`config.mk`:
```
export PLATFORM = sky130hd
export DESIGN_NAME = cache_arbiter
export DESIGN_NICKNAME = d
export VERILOG_FILES = /design/src/rtl/cache_arbiter_pkg.sv /design/src/rtl/cache_arbiter.sv
export SDC_FILE = /design/constraint.sdc
export NUM_CORES = 1
export LEC_CHECK = 0
export ABC_AREA = 1
export CAP_MARGIN = 10
export CORE_AREA = 2 2 534 536
export DETAILED_ROUTE_END_ITERATION = 10
export DIE_AREA = 0 0 536 538
export GPL_TIMING_DRIVEN = 0
export PLACE_DENSITY_LB_ADDON = 0.15
export REMOVE_ABC_BUFFERS = 1
export SYNTH_ARGS = -nofsm -noshare
export SYNTH_HDL_FRONTEND = slang
export SYNTH_SLANG_ARGS = --single-unit
export TNS_END_PERCENT = 30
```
`constraint.sdc`:
```
create_clock -name clk -period 1.5 [get_ports clk]
set_input_delay 0.225 -clock clk [delete_from_list [all_inputs] [get_ports clk]]
set_output_delay 0.225 -clock clk [all_outputs]
set_load 0.05 [all_outputs]
```
`src/rtl/cache_arbiter_pkg.sv`:
```
// Shared types and helpers for the I/D-cache to physical-memory arbiter.
package cache_arbiter_pkg;

  localparam int unsigned ADDR_W = 32;

  typedef enum logic [1:0] {
    IDLE    = 2'd0,
    SERVE_I = 2'd1,
    SERVE_D = 2'd2,
    DONE    = 2'd3
  } cache_arb_state_t;

  typedef enum logic {
    GRANT_I = 1'b0,
    GRANT_D = 1'b1
  } cache_arb_grant_t;

  // Saturating increment used by the starvation counter.
  function automatic logic [3:0] starve_sat_inc(input logic [3:0] cnt, input logic [3:0] limit);
    logic [3:0] res;
    if (cnt >= limit) begin
      res = limit;
    end else begin
      res = cnt + 4'd1;
    end
    return res;
  endfunction

endpackage

```
`src/rtl/cache_arbiter.sv`:
```
// Shares the single pmem line port between I-cache and D-cache misses, one transaction at a time,
// D-cache first with a bounded starvation count guaranteeing I-cache progress.
module cache_arbiter
  import cache_arbiter_pkg::*;
#(
  parameter int unsigned LINE_W       = 256,
  parameter int unsigned STARVE_LIMIT = 4
) (
  input  logic              clk,
  input  logic              rst,
  input  logic              i_pmem_read,
  input  logic [31:0]       i_pmem_address,
  output logic [LINE_W-1:0] i_pmem_rdata,
  output logic              i_pmem_resp,
  input  logic              d_pmem_read,
  input  logic              d_pmem_write,
  input  logic [31:0]       d_pmem_address,
  input  logic [LINE_W-1:0] d_pmem_wdata,
  output logic [LINE_W-1:0] d_pmem_rdata,
  output logic              d_pmem_resp,
  output logic              pmem_read,
  output logic              pmem_write,
  output logic [31:0]       pmem_address,
  output logic [LINE_W-1:0] pmem_wdata,
  input  logic [LINE_W-1:0] pmem_rdata,
  input  logic              pmem_resp,
  output logic              arb_busy
);

  localparam logic [3:0] STARVE_MAX = 4'(STARVE_LIMIT);

  cache_arb_state_t state_r, state_next_s;
  cache_arb_grant_t grant_r, grant_next_s;
  logic [3:0]        starve_cnt_r;
  logic [31:0]       addr_r;
  logic [LINE_W-1:0] wdata_r;
  logic              write_r;
  logic              take_s;
  logic              i_req_s;
  logic              d_req_s;
  logic              starve_hit_s;

  assign i_req_s      = i_pmem_read;
  assign d_req_s      = d_pmem_read | d_pmem_write;
  assign starve_hit_s = (starve_cnt_r == STARVE_MAX);

  // Grant selection in IDLE and next-state logic.
  always_comb begin
    state_next_s = state_r;
    grant_next_s = grant_r;
    take_s       = 1'b0;
    case (state_r)
      IDLE: begin
        if (i_req_s && d_req_s) begin
          take_s       = 1'b1;
          grant_next_s = starve_hit_s ? GRANT_I : GRANT_D;
        end else if (i_req_s) begin
          take_s       = 1'b1;
          grant_next_s = GRANT_I;
        end else if (d_req_s) begin
          take_s       = 1'b1;
          grant_next_s = GRANT_D;
        end else begin
          take_s       = 1'b0;
        end
        if (take_s) begin
          state_next_s = (grant_next_s == GRANT_I) ? SERVE_I : SERVE_D;
        end else begin
          state_next_s = IDLE;
        end
      end
      SERVE_I, SERVE_D: begin
        if (pmem_resp) begin
          state_next_s = DONE;
        end else begin
          state_next_s = state_r;
        end
      end
      DONE:    state_next_s = IDLE;
      default: state_next_s = IDLE;
    endcase
  end

  // State, grant, starvation counter and request latches.
  always_ff @(posedge clk) begin
    if (rst) begin
      state_r      <= IDLE;
      grant_r      <= GRANT_I;
      starve_cnt_r <= 4'd0;
      addr_r       <= 32'd0;
      wdata_r      <= {LINE_W{1'b0}};
      write_r      <= 1'b0;
    end else begin
      state_r <= state_next_s;
      grant_r <= grant_next_s;
      if (take_s) begin
        if (grant_next_s == GRANT_I) begin
          addr_r       <= i_pmem_address;
          wdata_r      <= {LINE_W{1'b0}};
          write_r      <= 1'b0;
          starve_cnt_r <= 4'd0;
        end else begin
          addr_r  <= d_pmem_address;
          wdata_r <= d_pmem_wdata;
          // Simultaneous read+write from D resolves to a writeback.
          write_r <= d_pmem_write;
          if (i_req_s) begin
            starve_cnt_r <= starve_sat_inc(starve_cnt_r, STARVE_MAX);
          end else begin
            starve_cnt_r <= starve_cnt_r;
          end
        end
      end
    end
  end

  // Output decode keyed on state; resp is a pass-through of pmem_resp for the served side only.
  always_comb begin
    pmem_read   = 1'b0;
    pmem_write  = 1'b0;
    i_pmem_resp = 1'b0;
    d_pmem_resp = 1'b0;
    case (state_r)
      SERVE_I, SERVE_D: begin
        pmem_read  = ~write_r;
        pmem_write = write_r;
        if (grant_r == GRANT_I) begin
          i_pmem_resp = pmem_resp;
        end else begin
          d_pmem_resp = pmem_resp;
        end
      end
      IDLE, DONE: begin
        pmem_read  = 1'b0;
        pmem_write = 1'b0;
      end
      default: begin
        pmem_read  = 1'b0;
        pmem_write = 1'b0;
      end
    endcase
  end

  assign pmem_address = addr_r;
  assign pmem_wdata   = wdata_r;
  assign i_pmem_rdata = pmem_rdata;
  assign d_pmem_rdata = pmem_rdata;
  assign arb_busy     = (state_r != IDLE);

endmodule
```
Word-level counts from Yosys, hierarchy flattened. Index checks and enable logic that the tools add are counted.

Equal/unequal tests: 6. Bitwise logic cells: 2. Reductions and logical operators: 6. Mux-type cells: 27. Magnitude comparators: 1. Add/sub/neg operators: 1.

Operators by type and width (count): $mux W256 (1); $mux W32 (1); $mux W1 (16); $mux W4 (3); $mux W2 (3); $pmux W2 S3 (1); $add A4 B1 Y4 const B (1); $eq A2 B2 Y1 const B (2); $eq A4 B3 Y1 const B (1); $ge A4 B3 Y1 const B (1); $ne A2 B2 Y1 const B (2); $pmux W1 S2 (2); $reduce_or A2 Y1 (2); $eq A2 B1 Y1 const B (1); $logic_not A2 Y1 (1); $reduce_and A2 Y1 (1); $reduce_bool A2 Y1 (1); $logic_and A1 B1 Y1 (1); $not A1 Y1 (1); $or A1 B1 Y1 (1).

Flip-flop bits (word level): 296.

Logic depth before layout (Yosys ltp).
Depth after elaboration: 8. Gate-level depth with buffers: 12. Depth with buffers taken out: 11.

Worst setup path before layout. Ideal clock, no wire load.

Kind: reg2out. Start point: register state_r[0]. End point: output i_pmem_resp. Path slack: -526 ps. Data arrival time: 1801 ps. Path buffers: 0. Cell stages (with the launch flop): 5. Path through: dfxtp_1 inv_1 ha_1 inv_1 nor3_1.

Longest elaborated chain between the ends: 3.

RTL lines: start, declared (RTL line cache_arbiter.sv:32) `cache_arb_state_t state_r, state_next_s;`; start signal, assigned (RTL line cache_arbiter.sv:94) `state_r <= state_next_s;`; $eq A2 B1 Y1 / $eq A2 B2 Y1 (equally long branches) (RTL line cache_arbiter.sv:123) `case (state_r)`; $reduce_or A2 Y1 (*) (RTL line cache_arbiter.sv:123); $mux W1 (*) (RTL line cache_arbiter.sv:123); end, declared (RTL line cache_arbiter.sv:14) `output logic i_pmem_resp,`.

Every way passes the cells marked *; elsewhere a longest branch is shown, timed or not.

Worst setup path in the final report.
Start point: register grant_r. End point: register wdata_r[151], in the netlist pmem_wdata[151].

Longest elaborated chain between the ends: 6.

RTL lines: start, declared (RTL line cache_arbiter.sv:33) `cache_arb_grant_t grant_r, grant_next_s;`; start signal, assigned (RTL line cache_arbiter.sv:95) `grant_r <= grant_next_s;`; $mux W1 (RTL line cache_arbiter.sv:60) `end else if (d_req_s) begin`; $mux W1 (RTL line cache_arbiter.sv:57) `end else if (i_req_s) begin`; $mux W1 (RTL line cache_arbiter.sv:54) `if (i_req_s && d_req_s) begin`; $mux W1 (RTL line cache_arbiter.sv:52) `case (state_r)`; $mux W1 (*) (RTL line cache_arbiter.sv:52); $mux W256 (*) (RTL line cache_arbiter.sv:97) `if (grant_next_s == GRANT_I) begin`; end signal, assigned (RTL line cache_arbiter.sv:91) `wdata_r <= {LINE_W{1'b0}};`; end signal, assigned (RTL line cache_arbiter.sv:99) `wdata_r <= {LINE_W{1'b0}};`; end signal, assigned (RTL line cache_arbiter.sv:104) `wdata_r <= d_pmem_wdata;`; end, declared (RTL line cache_arbiter.sv:36) `logic [LINE_W-1:0] wdata_r;`.

Every way passes the cells marked *; elsewhere a longest branch is shown, timed or not. The select of a mux whose other input is x is not followed. A chain may end at the register's enable or synchronous reset.

==> summary.txt <==
H-tree levels - 2
clk buf depth - 3
status - complete, but fails checks
WP data required - 2090 ps
Final Hold Slack - 67.27 ps
fin crit share - 139.1%
router iterations before antenna repair - 5
Seq/Total Area, Yosys - 39.31%
Design Area, Final - 0.02690 mm^2
first-pass GRT wire length - 348.8 mm
share of layout cells above drive strength 1 - 22.94%
number of CTS-inserted buffers - 53
commonest non-fill, non-tap cells in the layout - nand3_1 (522), nand2_1 (326), clkdlybuf4s50_1 (325)
DR WL/cell - 52.62 um
final net count - 2752
Routed Antenna Nets - 0
initial antenna violation count - 42
async set-reset flop share out of synthesis - 0%
clk sinks - 296
Die Footprint - 0.2884 mm^2
critical path class - register to register
Primary FF master, synth - dfxtp_1
max-slew violation count - 0
Chip Width - 536 um
startpoint types - register
Clock transition at path regs - 60 ps
core area - 0.2832 mm^2
vias in the first global route - 15216
global route total overflow - 0
Final min period - 2087 ps
worst-case clock skew - 67.10 ps
GP Congestion - 1.003
crit path capture type - register
most common cell after layout, fill and taps aside - nand3_1
# IOs - 1387
Residual DRC - 0
Tightest Pin Transition - 872.8 ps
CTS tree - done
initial DRC count - 1437
Crit Path Max Fanout - 5
largest net degree at the start of global routing - 104
IO Port Bufs - 618
failing checks - negative setup slack
Cell Area, Placed - 0.02211 mm^2
routed vias - 17068
worst hold path type - input port to register
synthesized cell area - 0.01507 mm^2
FILL cells - 32866
Slew HR - 42.05%
Power Dens Cells - 2448 mW/mm^2
Synth Register Bits - 296
Lkg Pwr - 0.01086 uW
final wirelength - 314.4 mm
root buf cell - clkbuf_16
clk_lat worst skew - 710 ps
post-DR vias/cell - 2.857
Total Routing Usage GR - 20.91%
Ys Warns - 0
Starting Density - 5.322%
RSZ-0062 raised after global routing - true
Peak VDD IR - 0.9157 mV
die height - 538 um
fin util - 9.498%
Final Setup Violations - 501
Hold Vio Cnt, Final - 0
Worst Path Arrival - 2680 ps
Synth Instances - 1993
Synth cell types - 18
area grow syn2layout - 78.48%
Mapped Avg Cell Area - 7.563 um^2
FMAX - 0.4792 GHz
DP HPWL - 256.4 mm
num rows - 196
Setup WS post-layout - -586.9 ps
MaxCap Viol Count - 0
EDFF count, synth - 0
cell usage after synthesis, drive strengths merged (4+ instances only):
master,n,area [um^2]
inv,47,176.4
nand2,335,1257
ha,4,50.05
nand3,581,2913
dfxtp,296,5926
o21ai,6,30.03
a21oi,7,38.79
nor2,70,262.8
clkbuf,68,255.2
buf,576,4145
final timing paths:
path	to	slack [ps]	cells after the start	start
min reg2reg	starve_cnt_r[3]	460	2	starve_cnt_r[3]
max reg2reg	pmem_wdata[151]	-590	12	grant_r
min	pmem_address[2]	70	5	rst
max	pmem_wdata[151]	-590	12	grant_r
flip-flops by register name, indices dropped and copies added (netlist names):
signal,cells
pmem_wdata,256
pmem_address,32
starve_cnt_r,4
state_r,2
grant_r,1
write_r,1
layer usage:
layer / track usage [%] / wire, um / vias up
met5: 17.89 / 7228 / -
met4: 8.832 / 16030 / 84
met3: 25.04 / 78040 / 309
met2: 31.84 / 135100 / 2318
met1: 14.32 / 78000 / 7989
li1: - / - / 6368
kinds of logic (layout without fill, tap and decap cells):
family	after synthesis	count (layout)	synth area share, %
adders and majority gates	4	4	0.3320
AOI/OAI and AO/OA	14	14	0.5064
buffers and inverters	691	900	30.36
other	0	7	0
DFF	296	296	39.31
and+or+nand+nor	988	992	29.48
power by group:
group / leakage (uW) / internal [uW] / switching [uW]
logic: 0.00752 / 13200 / 26700
clock network: 0.000887 / 8300 / 5550
registers: 0.00245 / 10600 / 1580
area by class of cell:
type | count | area [um^2] | share of cell area [%]
Timing Repair inverter | 2 | 17.52 | 0.06511
Timing Repair Buffer | 756 | 8925 | 33.17
Clock inverter | 19 | 339.1 | 1.260
Multi-Input combinational cell | 1010 | 5181 | 19.26
Antenna cell | 7 | 17.52 | 0.06511
Tap cell | 3762 | 4707 | 17.50
Sequential cell | 296 | 6010 | 22.34
Clock buffer | 76 | 1503 | 5.586
Inverter | 47 | 203.9 | 0.7581
stage by stage:
step	std cells	power, uW	setup WS, ps	setup TNS [ps]
floorplan	1349	16560	-8088	-2343160
global placement	5729	17100	-30490	-8758670
detailed placement	5750	43030	-2903	-686140
CTS	5948	66130	-660.3	-281090
global route	5971	69370	-672.2	-243430
finish	5975	65870	-586.9	-202340
worst max-delay path, cell delays in order (launching register included):
cell     delay (ps)
dfxtp_4         440
nand2_1         120
nand2_4         120
nand3_4         110
a21oi_4         170
buf_12          140
buf_16          120
buf_16          110
buf_16          120
buf_4           170
buf_4           160
nand3_1          80
nand2_1          80
timing repair:
action                                  in CTS  in global routing
hold buffers                                 6                  0
gates resized for setup                    618                556
pin swaps                                    8                 11
gates cloned                                41                  6
buffers inserted                            56                 19
hold endpoints to repair                     9                  0
endpoints found under the setup margin     586                573
No activity file was read; power rests on OpenSTA's default activity.
